File: src/rtl/intersection_ctrl_if.sv
`default_nettype none
// ============================================================================
//  Module      : intersection_ctrl_if
//  Description : Signal bundle between the intersection sequencer and the
//                lamp heads / pedestrian push-buttons around it.
//  Revision    : 1.0 - initial release
// ============================================================================
interface intersection_ctrl_if;
    logic       ped_req_ns;
    logic       ped_req_ew;
    logic       ns_red;
    logic       ns_yellow;
    logic       ns_green;
    logic       ew_red;
    logic       ew_yellow;
    logic       ew_green;
    logic       ped_walk_ns;
    logic       ped_walk_ew;
    logic [7:0] clock;
    logic [2:0] phase;

    // Controller side: takes the push-buttons, drives lamps and status.
    modport master (
        input  ped_req_ns, ped_req_ew,
        output ns_red, ns_yellow, ns_green,
        output ew_red, ew_yellow, ew_green,
        output ped_walk_ns, ped_walk_ew,
        output clock, phase
    );

    // Environment side: drives the push-buttons, observes everything else.
    modport slave (
        output ped_req_ns, ped_req_ew,
        input  ns_red, ns_yellow, ns_green,
        input  ew_red, ew_yellow, ew_green,
        input  ped_walk_ns, ped_walk_ew,
        input  clock, phase
    );
endinterface
`default_nettype wire

File: src/rtl/intersection_ctrl.sv
`default_nettype none
// ============================================================================
//  Module      : intersection_ctrl
//  Description : Two-road traffic-light sequencer (NS/EW) with green, yellow
//                and all-red clearance phases, latched pedestrian requests
//                that shorten the opposing green, and a phase countdown.
//  Revision    : 1.0 - initial release
// ============================================================================
module intersection_ctrl #(
    parameter int GREEN_T  = 60,
    parameter int YELLOW_T = 5,
    parameter int ALLRED_T = 2,
    parameter int PED_T    = 10
) (
    input  wire logic             clk,
    input  wire logic             rst_n,
    intersection_ctrl_if.master   bus
);

    localparam logic [2:0] c_ST_IDLE = 3'd0;
    localparam logic [2:0] c_ST_NS_G = 3'd1;
    localparam logic [2:0] c_ST_NS_Y = 3'd2;
    localparam logic [2:0] c_ST_AR1  = 3'd3;
    localparam logic [2:0] c_ST_EW_G = 3'd4;
    localparam logic [2:0] c_ST_EW_Y = 3'd5;
    localparam logic [2:0] c_ST_AR2  = 3'd6;

    // Counter load values: a phase of T cycles counts T-1 down to 0.
    localparam logic [7:0] c_GREEN_LOAD  = 8'(GREEN_T - 1);
    localparam logic [7:0] c_YELLOW_LOAD = 8'(YELLOW_T - 1);
    localparam logic [7:0] c_ALLRED_LOAD = 8'(ALLRED_T - 1);
    localparam logic [7:0] c_PED_LOAD    = 8'(PED_T - 1);

    logic [2:0] r_state;
    logic [7:0] r_cnt;
    logic       r_ped_pend_ns;
    logic       r_ped_pend_ew;

    logic       w_cnt_zero;
    logic       w_pend_ns;
    logic       w_pend_ew;
    logic       w_enter_ns_g;
    logic       w_enter_ew_g;

    assign w_cnt_zero = (r_cnt == 8'd0);

    // Pending view includes this cycle's request so a pulse shortens the
    // opposing green on the very next edge, not one cycle later.
    assign w_pend_ns = r_ped_pend_ns | (bus.ped_req_ns & (r_state != c_ST_NS_G));
    assign w_pend_ew = r_ped_pend_ew | (bus.ped_req_ew & (r_state != c_ST_EW_G));

    // Edges that grant a crossing; these clear the matching latch.
    assign w_enter_ns_g = (r_state == c_ST_IDLE) | ((r_state == c_ST_AR2) & w_cnt_zero);
    assign w_enter_ew_g = (r_state == c_ST_AR1) & w_cnt_zero;

    // Phase sequencer, countdown and pedestrian latches.
    always_ff @(posedge clk or negedge rst_n) begin
        if (!rst_n) begin
            r_state       <= c_ST_IDLE;
            r_cnt         <= 8'd0;
            r_ped_pend_ns <= 1'b0;
            r_ped_pend_ew <= 1'b0;
        end else begin
            // Clear beats set: a request arriving as its green starts is served.
            r_ped_pend_ns <= w_pend_ns & ~w_enter_ns_g;
            r_ped_pend_ew <= w_pend_ew & ~w_enter_ew_g;

            case (r_state)
                c_ST_IDLE: begin
                    r_state <= c_ST_NS_G;
                    r_cnt   <= c_GREEN_LOAD;
                end
                c_ST_NS_G: begin
                    if (w_cnt_zero) begin
                        r_state <= c_ST_NS_Y;
                        r_cnt   <= c_YELLOW_LOAD;
                    end else if (w_pend_ew && (r_cnt > c_PED_LOAD)) begin
                        r_cnt   <= c_PED_LOAD;
                    end else begin
                        r_cnt   <= r_cnt - 8'd1;
                    end
                end
                c_ST_NS_Y: begin
                    if (w_cnt_zero) begin
                        r_state <= c_ST_AR1;
                        r_cnt   <= c_ALLRED_LOAD;
                    end else begin
                        r_cnt   <= r_cnt - 8'd1;
                    end
                end
                c_ST_AR1: begin
                    if (w_cnt_zero) begin
                        r_state <= c_ST_EW_G;
                        r_cnt   <= c_GREEN_LOAD;
                    end else begin
                        r_cnt   <= r_cnt - 8'd1;
                    end
                end
                c_ST_EW_G: begin
                    if (w_cnt_zero) begin
                        r_state <= c_ST_EW_Y;
                        r_cnt   <= c_YELLOW_LOAD;
                    end else if (w_pend_ns && (r_cnt > c_PED_LOAD)) begin
                        r_cnt   <= c_PED_LOAD;
                    end else begin
                        r_cnt   <= r_cnt - 8'd1;
                    end
                end
                c_ST_EW_Y: begin
                    if (w_cnt_zero) begin
                        r_state <= c_ST_AR2;
                        r_cnt   <= c_ALLRED_LOAD;
                    end else begin
                        r_cnt   <= r_cnt - 8'd1;
                    end
                end
                c_ST_AR2: begin
                    if (w_cnt_zero) begin
                        r_state <= c_ST_NS_G;
                        r_cnt   <= c_GREEN_LOAD;
                    end else begin
                        r_cnt   <= r_cnt - 8'd1;
                    end
                end
                default: begin
                    // Unused code 7: fall back to a safe all-red restart.
                    r_state <= c_ST_IDLE;
                    r_cnt   <= 8'd0;
                end
            endcase
        end
    end

    // Moore lamp/walk decode straight from the state register.
    assign bus.ns_green    = (r_state == c_ST_NS_G);
    assign bus.ns_yellow   = (r_state == c_ST_NS_Y);
    assign bus.ns_red      = ~((r_state == c_ST_NS_G) | (r_state == c_ST_NS_Y));
    assign bus.ew_green    = (r_state == c_ST_EW_G);
    assign bus.ew_yellow   = (r_state == c_ST_EW_Y);
    assign bus.ew_red      = ~((r_state == c_ST_EW_G) | (r_state == c_ST_EW_Y));
    assign bus.ped_walk_ns = (r_state == c_ST_NS_G);
    assign bus.ped_walk_ew = (r_state == c_ST_EW_G);
    assign bus.clock       = r_cnt;
    assign bus.phase       = r_state;

endmodule
`default_nettype wire

File: src/flat_wrapper.sv
// flat-port wrapper written by rule: the top's interface ports become plain ports
module intersection_ctrl_flat 
#(
    parameter int GREEN_T  = 60,
    parameter int YELLOW_T = 5,
    parameter int ALLRED_T = 2,
    parameter int PED_T    = 10
)
  (clk, rst_n, bus_ped_req_ns, bus_ped_req_ew, bus_ns_red, bus_ns_yellow, bus_ns_green, bus_ew_red, bus_ew_yellow, bus_ew_green, bus_ped_walk_ns, bus_ped_walk_ew, bus_clock, bus_phase);
  intersection_ctrl_if bus_i ();
  input  wire logic clk;
  input  wire logic rst_n;
  input wire logic [$bits(bus_i.ped_req_ns)-1:0] bus_ped_req_ns;
  input wire logic [$bits(bus_i.ped_req_ew)-1:0] bus_ped_req_ew;
  output wire logic [$bits(bus_i.ns_red)-1:0] bus_ns_red;
  output wire logic [$bits(bus_i.ns_yellow)-1:0] bus_ns_yellow;
  output wire logic [$bits(bus_i.ns_green)-1:0] bus_ns_green;
  output wire logic [$bits(bus_i.ew_red)-1:0] bus_ew_red;
  output wire logic [$bits(bus_i.ew_yellow)-1:0] bus_ew_yellow;
  output wire logic [$bits(bus_i.ew_green)-1:0] bus_ew_green;
  output wire logic [$bits(bus_i.ped_walk_ns)-1:0] bus_ped_walk_ns;
  output wire logic [$bits(bus_i.ped_walk_ew)-1:0] bus_ped_walk_ew;
  output wire logic [$bits(bus_i.clock)-1:0] bus_clock;
  output wire logic [$bits(bus_i.phase)-1:0] bus_phase;
  assign bus_i.ped_req_ns = bus_ped_req_ns;
  assign bus_i.ped_req_ew = bus_ped_req_ew;
  assign bus_ns_red = bus_i.ns_red;
  assign bus_ns_yellow = bus_i.ns_yellow;
  assign bus_ns_green = bus_i.ns_green;
  assign bus_ew_red = bus_i.ew_red;
  assign bus_ew_yellow = bus_i.ew_yellow;
  assign bus_ew_green = bus_i.ew_green;
  assign bus_ped_walk_ns = bus_i.ped_walk_ns;
  assign bus_ped_walk_ew = bus_i.ped_walk_ew;
  assign bus_clock = bus_i.clock;
  assign bus_phase = bus_i.phase;
  intersection_ctrl #(.GREEN_T(GREEN_T), .YELLOW_T(YELLOW_T), .ALLRED_T(ALLRED_T), .PED_T(PED_T)) u_core (.clk(clk), .rst_n(rst_n), .bus(bus_i));
endmodule
File: config.mk
export PLATFORM = sky130hd
export DESIGN_NAME = intersection_ctrl_flat
export DESIGN_NICKNAME = d
export VERILOG_FILES = /design/src/rtl/intersection_ctrl_if.sv /design/src/rtl/intersection_ctrl.sv /design/src/flat_wrapper.sv
export SDC_FILE = /design/constraint.sdc
export NUM_CORES = 1
export LEC_CHECK = 0
export CAP_MARGIN = 10
export CORE_UTILIZATION = 44
export CTS_BUF_LIST = sky130_fd_sc_hd__clkbuf_16
export DETAILED_ROUTE_END_ITERATION = 6
export GPL_ROUTABILITY_DRIVEN = 0
export PLACE_DENSITY_LB_ADDON = 0.2
export SLEW_MARGIN = 15
export SYNTH_ARGS = -nofsm -noshare
export SYNTH_HDL_FRONTEND = slang
export SYNTH_SLANG_ARGS = --single-unit
File: constraint.sdc
create_clock -name clk -period 1.6 [get_ports clk]
set_input_delay 0.32 -clock clk [delete_from_list [all_inputs] [get_ports clk]]
set_output_delay 0.32 -clock clk [all_outputs]
set_load 0.005 [all_outputs]
# Word-level counts from Yosys, hierarchy flattened

Cells that the tools add are included.

Bitwise operators: 15
Mux-type cells: 14
Add/subtract/negate cells: 1
Eq/ne operators: 14
Order comparisons: 1
Reduce and logical (&&, ||, !) cells: 7

Operators by type and width:

| kind                                                                     | count |
|---|---|
| 8-bit two-way mux                                                        | 6 |
| 8-bit case mux with 5 select lines                                       | 1 |
| 3-bit case mux with 7 select lines                                       | 1 |
| 3-bit two-way mux                                                        | 6 |
| 2-bit by 1-bit inequality test with 1-bit output (second input constant) | 6 |
| 3-bit == test (second input constant)                                    | 3 |
| 8-bit by 4-bit > comparator with 1-bit output (second input constant)    | 1 |
| 8-bit logical NOT                                                        | 1 |
| 8-bit by 1-bit subtractor with 8-bit output (second input constant)      | 1 |
| 1-bit bitwise AND                                                        | 6 |
| 3-bit by 2-bit == test with 1-bit output (second input constant)         | 2 |
| 6-bit AND reduction                                                      | 1 |
| 1-bit bitwise OR                                                         | 5 |
| 1-bit inverter                                                           | 4 |
| 2-bit OR reduction                                                       | 2 |
| 3-bit by 1-bit == test with 1-bit output (second input constant)         | 1 |
| 3-bit logical NOT                                                        | 1 |
| 3-bit by 1-bit inequality test with 1-bit output (second input constant) | 1 |
| 3-bit inequality test (second input constant)                            | 1 |
| 1-bit logical AND                                                        | 2 |

Flip-flop bits (word level): 13
Input bits: 4
Logic and storage cells: 56
Output and inout port bits: 19

# Longest topological paths before layout

Word-level depth: 7
Gate-level depth with buffers: 8
Depth with buffers taken out: 7

# Worst setup path before layout

Ideal clock, no wire load.

Path type: register to register
From: register u_core.r_cnt[2] (netlist: u_core.bus.clock[2])
To: register u_core.r_cnt[5] (netlist: u_core.bus.clock[5])
Data required time: 1.476 ns
Path buffers: 0
Data arrival time: 1.665 ns
Setup time: 0.124 ns
Clock period less this slack: 1.789 ns
Setup slack: -0.189 ns
Cell stages (with the launch flop): 6
Path through: dfrtp_1 -> or4_4 -> nor2_2 -> xor2_1 -> o2111a_1 -> a211o_1

Word-level cells in the longest chain between the ends: 5
Elaborated cells on any way between the ends: 12
Classes of those cells: 1 x add/sub; 1 x order compare; 7 x mux; 3 x reduce/logical

Ends and longest elaborated chain:

| what                                          | RTL line                                          | source |
|---|---|---|
| start, declared                               | intersection_ctrl.sv:35                           | `logic [7:0] r_cnt;` |
| start signal, assigned                        | intersection_ctrl.sv:71                           | `r_cnt <= c_GREEN_LOAD;` |
| start signal, assigned                        | intersection_ctrl.sv:76                           | `r_cnt <= c_YELLOW_LOAD;` |
| start signal, assigned                        | intersection_ctrl.sv:78                           | `r_cnt <= c_PED_LOAD;` |
| 8-bit by 4-bit > comparator with 1-bit output | intersection_ctrl.sv:77, intersection_ctrl.sv:103 |  |
| 1-bit logical AND (on tied branches)          | intersection_ctrl.sv:103, intersection_ctrl.sv:77 |  |
| 8-bit two-way mux (on tied branches)          | intersection_ctrl.sv:103, intersection_ctrl.sv:77 |  |
| 8-bit two-way mux (on tied branches)          | intersection_ctrl.sv:100, intersection_ctrl.sv:74 |  |
| 8-bit case mux with 5 select lines *          | intersection_ctrl.sv:68                           | `case (r_state)` |

Every way passes the cells marked *; elsewhere a longest branch is shown, timed or not.
A chain may end at the register's enable or synchronous reset.

# Worst setup path in the final report

From: register u_core.r_cnt[0] (netlist: u_core.bus.clock[0])
To: register u_core.r_cnt[3] (netlist: u_core.bus.clock[3])

Same word-level chain as after synthesis.

==> impl_metrics.ini <==
[critical_path]
worstSetupPathType = flip-flop to flip-flop
cp.required_ns = 1.70
cp_max_fo = 4
endpoint_kind = flip-flop
critPathSlowestCell = dfrtp_2
cpPeakStageDelay_ns = 0.46
reg2regPathDepth = 6
worstPathCellList = buf_4 > o31ai_1 > nand2_2 > o21bai_2 > a221oi_2 > o221ai_1
crit_path_start_kind = flip-flop
r2r_start = u_core.bus.clock[0]$_DFF_PN0_
worst_ep_arrival_time_ns = 2.12
critPathLaunch = u_core.bus.clock[0]$_DFF_PN0_

[worst_hold_path]
min_path_type = primary input to asynchronous set/reset pin

[drt]
drcViolationCount = 0
drt_iter0_drc = 63
vias = 1325
first_pass_iters = 4
viasPerCell = 6.08
post_drt_wl_per_cell_um = 20.4
wirelength_mm = 4.45
detail-route-antenna-nets = 0

[layout]
final_cell_mix = buf_4, buf_6, nor2_1, dfrtp_1
areaGrowthSynthToFinish_pct = 90.6
final_common_cell = buf_4
multi_input_area_um2 = 800
ff_latch_area_um2 = 328
fin_nets = 198
fillers = 91
utilization_pct = 88.3
num_antenna_cells = 0
layout-drive-gt1-share_pct = 55.8
fin_area_um2 = 1950

[clock_network]
clock_path_buffers = 2
cts-root-buf = clkbuf_16
postCtsHoldBufs = 0
cts_buffers = 3
htree_num_levels = 1
clk_pin_slew_ns = 0.05
clk_latency_ns = 0.25
clkSinkCount = 13
cts_tree = built

[grt]
grt_overflow = 0
antenna_found_initial = 0
grt_pass1_wl_mm = 5.70
grt_max_degree = 14
grt_usage_pct = 30.9
grt_pass1_vias = 1162

[floorplan]
die_y_um = 50.3
ios = 23
fp.coreArea_um2 = 2210
rows = 17
die_area_um2 = 2530
fp.dieW_um = 50.3
initial_core_util_pct = 46.3

[power]
p_leak_uw = 0.000936
power_frac_seq_pct = 12.9
powerDensity_nw_per_um2 = 2520
p_switching_uw = 2120
ir_drop_mv = 1.70
switching_share_pct = 43.2
p_comb_share_pct = 77.4
internal-power_uw = 2800
clkPwrFrac_pct = 9.8

[timing]
final.min_clock_period_ns = 2.01
fmax_mhz = 496
fin_setup_tns_ns = -3.26
worst_hold_slack_ns = 0.392
fin_worst_skew_ns = 0.00414
relSlewSlack_pct = 73.2
period_share_pct = 126
final.setup.worst_slack_ns = -0.414
hold_violations = 0
slew_violations = 0
tightest_slew_ns = 0.399
setup_violations = 16
rsz0062_at_grt = yes

[yosys]
yosys_warnings = 0
avgSynthCellArea_um2 = 8.68
ys_types = 46
synthCells = 118
synth_area_um2 = 1020
synth_edf_count = 0
synth_seq_cells = 13
ys_seq_area_share_pct = 31.7
ys.flop_type = dfrtp_1
synthArstFlopShare_pct = 100
syn_nets = 125

[placement]
dpl.hpwl_mm = 2.06
dpl_cell_area_um2 = 1460
pre_cts_slack_ns = -0.200
port_buffers = 22

[run_status]
violations = negative setup slack
status = finished, violations left

[flow_run]
cap_violations = 0
==> routing by layer <==
metal  wire [um]  vias up  GRT usage [%]
li1            -      570              -
met3         433       27           3.33
met2        2070      104           49.6
met4         249        0           14.8
met1        1700      624           41.1
met5           0        -              0
==> critical path, delay by kind of cell (launching register included) <==
kind                   cells  cell delay (ns)
DFF                        1             0.46
AOI/OAI and AO/OA          4             1.08
and+or+nand+nor            1             0.16
buffers and inverters      1             0.16
==> through the flow <==
step	instances	power, uW
after global routing	218	5120
final	218	4920
after floorplan	118	2100
after detailed placement	188	3130
after global placement	188	3070
after CTS	208	4120
==> power by group through the flow <==
| stage | Clock (uW) | Combinational [uW] | Sequential (uW) |
|---|---|---|---|
| after floorplan | 0 | 1460 | 642 |
| after global placement | 0 | 2490 | 581 |
| after detailed placement | 0 | 2540 | 588 |
| after CTS | 467 | 3060 | 587 |
| after global routing | 495 | 3990 | 642 |
| final | 482 | 3810 | 633 |
==> synthesized netlist by cell type (all sizes together) (2+ instances only) <==
master   n  area (um2)
a211oi   2        20.0
a21o     2        15.0
a21oi    8        55.1
and2     2        12.5
buf      5        41.3
clkbuf   4        15.0
dfrtp   13         325
ha       3        37.5
inv      6        22.5
nand2    9        36.3
nand3    3        15.0
nor2    13        51.3
nor3     4        20.0
nor4     2        18.8
o21ai   10        50.0
o21bai   2        15.0
o221ai   3        38.8
o31ai    2        15.0
or3b     2        20.0
xnor2    4        35.0
xor2     4        35.0
==> worst paths after layout <==
kind / to / slack [ns]
min: u_core.bus.phase[0]$_DFFE_PN0P_ / 0.39
max reg2reg: u_core.bus.clock[3]$_DFF_PN0_ / -0.41
min reg2reg: u_core.r_ped_pend_ns$_DFF_PN0_ / 0.59
max: u_core.bus.clock[3]$_DFF_PN0_ / -0.41
max in group asynchronous: u_core.bus.clock[5]$_DFF_PN0_ / 1.02
min in group clk: u_core.r_ped_pend_ns$_DFF_PN0_ / 0.59
==> timing repair <==
action / 4_1_cts / 5_1_grt
resized for setup: 56 / 34
endpoints found under the setup margin: 24 / 24
pin swaps: 16 / 14
setup buffers: 17 / 10
==> final cells by class <==
cell class                      instances  share of cell area [%]
Sequential cell                        13                    16.8
Inverter                                6                    1.28
Timing Repair Buffer                   77                    35.2
Tap cell                               28                    1.79
Multi-Input combinational cell         90                    40.9
Clock buffer                            3                    3.84
Clock inverter                          1                   0.192
==> kinds of logic after synthesis <==
family | share of synthesized area (%)
simple gates | 20.6
compound gates | 28.3
buf+inv | 7.69
flops | 31.7
xor+xnor | 6.84
fa+ha+maj | 4.76
==> registers in the layout, summed over array words and instances (netlist names) <==
register              count
u_core.r_ped_pend_ns      1
u_core.bus.clock          8
u_core.bus.phase          3
u_core.r_ped_pend_ew      1
No activity file was read; power rests on OpenSTA's default activity.
